File: src/rtl/move_sequencer.sv
`default_nettype none
// ============================================================================
//  Module      : move_sequencer
//  Description : Sequences decoded TTA move / literal instructions onto the
//                transport interconnect. A move reads the source socket and
//                then writes the destination socket. A literal skips the read
//                and writes one masked half-word. A socket that never
//                acknowledges is caught by an ack timeout, which parks the
//                sequencer in a sticky error state until reset.
//  Ports       : clk, rst        - clock, synchronous active-high reset
//                in_*            - decoded instruction + valid/ready handshake
//                rd_*            - source socket read strobe/address/data/ack
//                wr_*            - destination write strobe/address/data/mask/ack
//                err_o           - sticky ack-timeout error
//                moves_done_o    - completed transfer count (wraps)
//  Revision    : 1.0 - initial release
// ============================================================================
module move_sequencer #(
   parameter int DW      = 24,
   parameter int AW      = 7,
   parameter int LW      = 12,
   parameter int TIMEOUT = 15
) (
   input  logic          clk,
   input  logic          rst,
   input  logic          in_valid_i,
   output logic          in_ready_o,
   input  logic          in_lit_mv_i,
   input  logic [AW-1:0] in_src_i,
   input  logic [AW-1:0] in_dest_i,
   input  logic          in_hl_i,
   input  logic [LW-1:0] in_lit_i,
   output logic          rd_en_o,
   output logic [AW-1:0] rd_addr_o,
   input  logic [DW-1:0] rd_data_i,
   input  logic          rd_ack_i,
   output logic          wr_en_o,
   output logic [AW-1:0] wr_addr_o,
   output logic [DW-1:0] wr_data_o,
   output logic [1:0]    wr_mask_o,
   input  logic          wr_ack_i,
   output logic          err_o,
   output logic [15:0]   moves_done_o
);

   typedef enum logic [1:0] {
      S_IDLE = 2'd0,
      S_RD   = 2'd1,
      S_WR   = 2'd2,
      S_ERR  = 2'd3
   } state_t;

   // Counter value seen in the last ack-less cycle that is still tolerated;
   // an ack in that same cycle still completes the transfer.
   localparam logic [7:0] c_TIMEOUT_LAST = 8'(TIMEOUT - 1);

   state_t          state_q;
   logic [7:0]      tmo_cnt_q;
   logic            rd_en_q;
   logic [AW-1:0]   rd_addr_q;
   logic            wr_en_q;
   logic [AW-1:0]   wr_addr_q;
   logic [DW-1:0]   wr_data_q;
   logic [1:0]      wr_mask_q;
   logic            err_q;
   logic [15:0]     moves_done_q;

   logic            w_accept;

   // Ready in WR only while the current write is being acknowledged, so the
   // next instruction can be taken without an idle bubble.
   assign in_ready_o = (state_q == S_IDLE) | ((state_q == S_WR) & wr_ack_i);
   assign w_accept   = in_valid_i & in_ready_o;

   always_ff @(posedge clk) begin
      if (rst) begin
         state_q      <= S_IDLE;
         tmo_cnt_q    <= 8'd0;
         rd_en_q      <= 1'b0;
         rd_addr_q    <= '0;
         wr_en_q      <= 1'b0;
         wr_addr_q    <= '0;
         wr_data_q    <= '0;
         wr_mask_q    <= 2'b00;
         err_q        <= 1'b0;
         moves_done_q <= 16'd0;
      end else begin
         case (state_q)
            S_IDLE: begin
               // Stray acks are ignored; acceptance handled below.
            end

            S_RD: begin
               if (rd_ack_i) begin
                  wr_data_q <= rd_data_i;
                  wr_mask_q <= 2'b11;
                  rd_en_q   <= 1'b0;
                  wr_en_q   <= 1'b1;
                  tmo_cnt_q <= 8'd0;
                  state_q   <= S_WR;
               end else if (tmo_cnt_q == c_TIMEOUT_LAST) begin
                  rd_en_q <= 1'b0;
                  err_q   <= 1'b1;
                  state_q <= S_ERR;
               end else begin
                  tmo_cnt_q <= tmo_cnt_q + 8'd1;
               end
            end

            S_WR: begin
               if (wr_ack_i) begin
                  moves_done_q <= moves_done_q + 16'd1;
                  wr_en_q      <= 1'b0;
                  state_q      <= S_IDLE;
               end else if (tmo_cnt_q == c_TIMEOUT_LAST) begin
                  wr_en_q <= 1'b0;
                  err_q   <= 1'b1;
                  state_q <= S_ERR;
               end else begin
                  tmo_cnt_q <= tmo_cnt_q + 8'd1;
               end
            end

            S_ERR: begin
               // Sticky until reset.
               rd_en_q <= 1'b0;
               wr_en_q <= 1'b0;
               err_q   <= 1'b1;
            end

            default: begin
               state_q <= S_IDLE;
            end
         endcase

         // Acceptance overrides the WR-completion defaults above, which is
         // how a back-to-back instruction skips IDLE.
         if (w_accept) begin
            tmo_cnt_q <= 8'd0;
            wr_addr_q <= in_dest_i;
            if (in_lit_mv_i) begin
               wr_data_q <= {in_lit_i, in_lit_i};
               wr_mask_q <= in_hl_i ? 2'b10 : 2'b01;
               rd_en_q   <= 1'b0;
               wr_en_q   <= 1'b1;
               state_q   <= S_WR;
            end else begin
               rd_addr_q <= in_src_i;
               rd_en_q   <= 1'b1;
               wr_en_q   <= 1'b0;
               state_q   <= S_RD;
            end
         end
      end
   end

   assign rd_en_o      = rd_en_q;
   assign rd_addr_o    = rd_addr_q;
   assign wr_en_o      = wr_en_q;
   assign wr_addr_o    = wr_addr_q;
   assign wr_data_o    = wr_data_q;
   assign wr_mask_o    = wr_mask_q;
   assign err_o        = err_q;
   assign moves_done_o = moves_done_q;

endmodule
`default_nettype wire

File: config.mk
export PLATFORM = sky130hd
export DESIGN_NAME = move_sequencer
export DESIGN_NICKNAME = d
export VERILOG_FILES = /design/src/rtl/move_sequencer.sv
export SDC_FILE = /design/constraint.sdc
export NUM_CORES = 1
export LEC_CHECK = 0
export BUFFER_PORTS_ARGS = -buffer_cell sky130_fd_sc_hd__buf_2
export CELL_PAD_IN_SITES_DETAIL_PLACEMENT = 1
export CELL_PAD_IN_SITES_GLOBAL_PLACEMENT = 1
export CORE_ASPECT_RATIO = 1.25
export CORE_MARGIN = 2
export CORE_UTILIZATION = 38
export CTS_BUF_LIST = sky130_fd_sc_hd__clkbuf_4 sky130_fd_sc_hd__clkbuf_8
export DETAILED_ROUTE_END_ITERATION = 7
export HOLD_SLACK_MARGIN = 0.1
export PLACE_DENSITY = 0.95
export SYNTH_ARGS = -nofsm -noshare
export SYNTH_HDL_FRONTEND = slang
export SYNTH_SLANG_ARGS = --single-unit
File: constraint.sdc
create_clock -name clk -period 3.06 [get_ports clk]
set_clock_uncertainty 0.1 [all_clocks]
set_input_delay 0.306 -clock clk [delete_from_list [all_inputs] [get_ports clk]]
set_output_delay 0.306 -clock clk [all_outputs]
set_load 0.005 [all_outputs]
[Word-level counts from Yosys, hierarchy flattened]
Index checks and enable logic that the tools add are counted.
Word-level totals
  input bits: 57
  output and inout bits: 60
  flip-flop bits (word level): 69
Cells by class
  reductions and logical operators: 13
  equal/unequal tests: 9
  bitwise logic cells: 4
  multiplexer cells: 33
  add/sub/neg operators: 2
Operators with widths (count)
  $mux W24: 4
  $mux W8: 3
  $mux W2: 10
  $add A16 B1 Y16 const B: 1
  $pmux W8 S2: 1
  $mux W1: 11
  $reduce_bool A3 Y1: 3
  $add A8 B1 Y8 const B: 1
  $eq A8 B4 Y1 const B: 1
  $reduce_and A2 Y1: 4
  $pmux W1 S3: 2
  $reduce_and A3 Y1: 2
  $eq A2 B2 Y1 const B: 2
  $ne A2 B2 Y1 const B: 2
  $ne A4 B3 Y1 const B: 1
  $ne A4 B4 Y1 const B: 1
  $pmux W2 S2: 1
  $reduce_bool A4 Y1: 1
  $ne A3 B3 Y1 const B: 1
  $and A1 B1 Y1: 2
  $eq A2 B1 Y1 const B: 1
  $logic_not A2 Y1: 1
  $pmux W1 S2: 1
  $reduce_bool A2 Y1: 1
  other kinds (3): 3

[Depth between registers and ports, before layout]
  depth in word-level cells: 6
  gate-level depth with buffers: 6
  depth with buffers taken out: 5

[Least setup slack after synthesis]
OpenSTA, ideal clock, no wires.
  path type: register -> register
  start point: register state_q[0]
  end point: register moves_done_q[10], in the netlist moves_done_o[10]
  stages on the path, launching flop included: 7
  data required time: 2890 ps
  data arrival time: 1661 ps
  path slack: 1229 ps
  setup time: 70 ps
  path buffers: 2
  cell sequence: dfxtp_1 > buf_6 > nand3b_4 > or4_1 > buf_2 > or3_1 > a21oi_1
On the way
  cells in the longest elaborated chain, start to end: 2
RTL lines
  from (decl): line 57  | state_t state_q;
  from (signal assigned): line 77  | state_q <= S_IDLE;
  from (signal assigned): line 100  | state_q <= S_WR;
  from (signal assigned): line 104  | state_q <= S_ERR;
  $eq A2 B2 Y1: line 88  | case (state_q)
  $reduce_and A2 Y1 (no line)
  to (signal assigned): line 112  | moves_done_q <= moves_done_q + 16'd1;
  to (decl): line 66  | logic [15:0] moves_done_q;
No other way between the ends.
A chain may end at the register's enable or synchronous reset.

[Final worst setup path]
  start point: register state_q[1]
  end point: register moves_done_q[13], in the netlist moves_done_o[13]
The elaborated chain is that of the path after synthesis.

==> flow_summary.ini <==
[hold_path]
hold_class = input port to flop

[clock_network]
cts_buffer_depth = 2
cts_root_buf = clkbuf_8
path_clk_slew_ns = 0.08
clock_latency_ns = 0.36
cts_buffers = 9
cts_max_level = 3
cts_setup_buffers = 0
cts_sinks = 69
cts_tree = done

[sta]
fmax_ghz = 0.445
period_share_pct = 73.5
worstMarginPinSlew_ns = 0.807
setup_slack_ns = 0.811
rsz0062_at_grt = no
fin_setup_tns_ns = 0
finalHoldViolCount = 0
slew_violations = 0
setup_viol = 0
period_needed_ns = 2.25
slew_headroom_pct = 45.8

[floorplan]
start_util_pct = 39.1
die_x_um = 83.8
die_h_um = 104
pin_count = 117
coreArea_mm2 = 0.00775
die_area_mm2 = 0.00870
std_cell_rows = 36

[route]
first_iter_violations = 143
vias = 3260
drcViolationCount = 0
antenna_left = 0
viasPerCell = 5.43
routedWlPerCell_um = 16.4
wl_mm = 9.87
dr.pass1.iters = 4

[logic_synthesis]
synth_flop_cell = dfxtp_1
synth_top_area_share_pct = 45.7
avgSynthCellArea_um2 = 8.07
async_flop_share_pct = 0
syn_area_mm2 = 0.00303
syn_nets = 435
synth_common_cells = 79 x nand2_1, 69 x dfxtp_1, 31 x a21oi_1
ys_ff_latch = 69
ys_top_cells_by_area = dfxtp_1 46%, nand2_1 9.8%, a21oi_1 5.1%
synth_top_area_cell = dfxtp_1
yosysSeqAreaShare_pct = 45.7
syn_inst = 375
synth_edf_count = 0
yosysMostFrequentCell = nand2_1
synth_cell_types = 45
ys.warnings.count = 0

[global_route]
grt_antenna_before_repair = 0
grt_max_degree = 40
grt_pass1_vias = 3561
track_usage_pct = 23.3
grt_pass1_wl_mm = 16.6
grt_remaining_overflow = 0

[setup_path]
crit_path_end_kind = flop
required_ns = 3.22
startpoint_type = flop
cp.arrival_ns = 2.41
path_class = flop to flop
path_max_fanout = 15

[power_and_ir_drop]
powerDensity_mw_per_mm2 = 513
p_leak_nw = 1.75
ir_drop_uv = 272

[placement]
place_ws_ns = 0.802
gp_congestion = 0.799
hpwlAfterDp_mm = 6.86
port_buffers = 116

[job]
maxCapViolations = 0

[final_layout]
syn2layout_area_growth_pct = 34.0
n_antenna_cell = 0
final_nets = 560
drive_above_1_share_pct = 28.1

[outcome]
status = finished, final reports clean
## final timing paths
check | from | endpoint | slack (ns) | cells after the start
min reg2reg | wr_addr_o[4] | wr_addr_o[4] | 0.35 | 2
min | rd_data_i[22] | wr_data_o[22] | 0.11 | 3
max | state_q[1] | moves_done_o[13] | 0.81 | 4
max reg2reg | state_q[1] | moves_done_o[13] | 0.81 | 4
## flip-flops by register name, indices dropped and copies added (netlist names)
signal,count
rd_addr_o,7
moves_done_o,16
wr_addr_o,7
wr_mask_o,2
err_o,1
wr_en_o,1
rd_en_o,1
tmo_cnt_q,8
state_q,2
wr_data_o,24
## layer usage
metal / wire (µm) / track usage, %
met5: 0 / 0
met3: 683 / 7.41
met2: 5030 / 42.0
met4: 191 / 8.64
met1: 3970 / 25.1
## report_power, final
| part | switching (mW) | total, mW | internal, mW | leakage, nW |
|---|---|---|---|---|
| sequential | 0.0327 | 0.977 | 0.944 | 0.563 |
| clock | 0.367 | 0.835 | 0.468 | 0.110 |
| combinational | 0.145 | 0.267 | 0.122 | 1.07 |
## through the flow
step | hold slack, ns | total power [mW] | util [%] | instance area (µm²) | cells
after floorplan | 0.306 | 1.12 | - | 3030 | 375
after global placement | 0.338 | 1.23 | 47.2 | 3660 | 566
after detailed placement | 0.347 | 1.24 | 47.2 | 3660 | 566
after CTS | 0.101 | 2.09 | 52.3 | 4050 | 600
after global routing | 0.117 | 2.17 | 52.3 | 4050 | 600
final | 0.109 | 2.08 | 52.3 | 4050 | 600
## cell usage in the layout (no fill, tap or decap), types with 2 or more instances in the layout
cell,netlist,final
nor4_1,2,2
ha_1,3,3
a21oi_1,31,31
xor2_1,3,3
nand3_1,11,11
buf_4,0,4
and3_1,3,3
dfxtp_1,69,69
or3_1,4,4
nor2_1,22,22
nor2b_1,5,5
a31oi_1,24,24
mux2i_1,2,2
nand2b_1,7,7
dlygate4sd3_1,0,18
mux2_2,3,3
bufinv_16,0,2
clkinv_2,0,2
xnor2_1,4,4
or4_1,2,2
and2_1,2,2
and4_1,2,2
buf_2,1,116
a311oi_1,2,2
nand2_1,79,79
nand4_1,6,6
o21bai_1,13,13
clkbuf_8,0,9
inv_1,4,4
nor3_1,10,10
o21ai_0,19,19
a211oi_1,4,4
## worst max-delay path, cell delays in order (launching register included)
cell,delay [ns]
dfxtp_1,0.62
nand3b_4,0.21
nor4_1,0.70
nand3_1,0.20
mux2_2,0.32
## area by class of cell
class / instances / area [µm²]
sequential: 69 / 1380
fill: 959 / 3690
clock inverter: 6 / 86.3
inverter: 4 / 15.0
tap: 95 / 119
multi-input combinational: 278 / 1530
clock buffer: 10 / 131
timing repair buffer: 138 / 791
## logic make-up after synthesis
| group | count (synthesis) | synth area share (%) |
|---|---|---|
| AO/OA/AOI/OAI | 103 | 20.7 |
| XOR/XNOR | 7 | 2.03 |
| adder cells (fa/ha/maj) | 3 | 1.24 |
| buffers and inverters | 28 | 3.76 |
| flip-flops | 69 | 45.7 |
| multiplexers | 5 | 1.78 |
| AND/OR/NAND/NOR | 160 | 24.8 |
## what timing repair did
item	CTS	global route
endpoints found under the hold margin	18	0
gates resized for setup	0	0
hold buffers	18	0
Note: power is estimated with default switching activity, not from simulation.
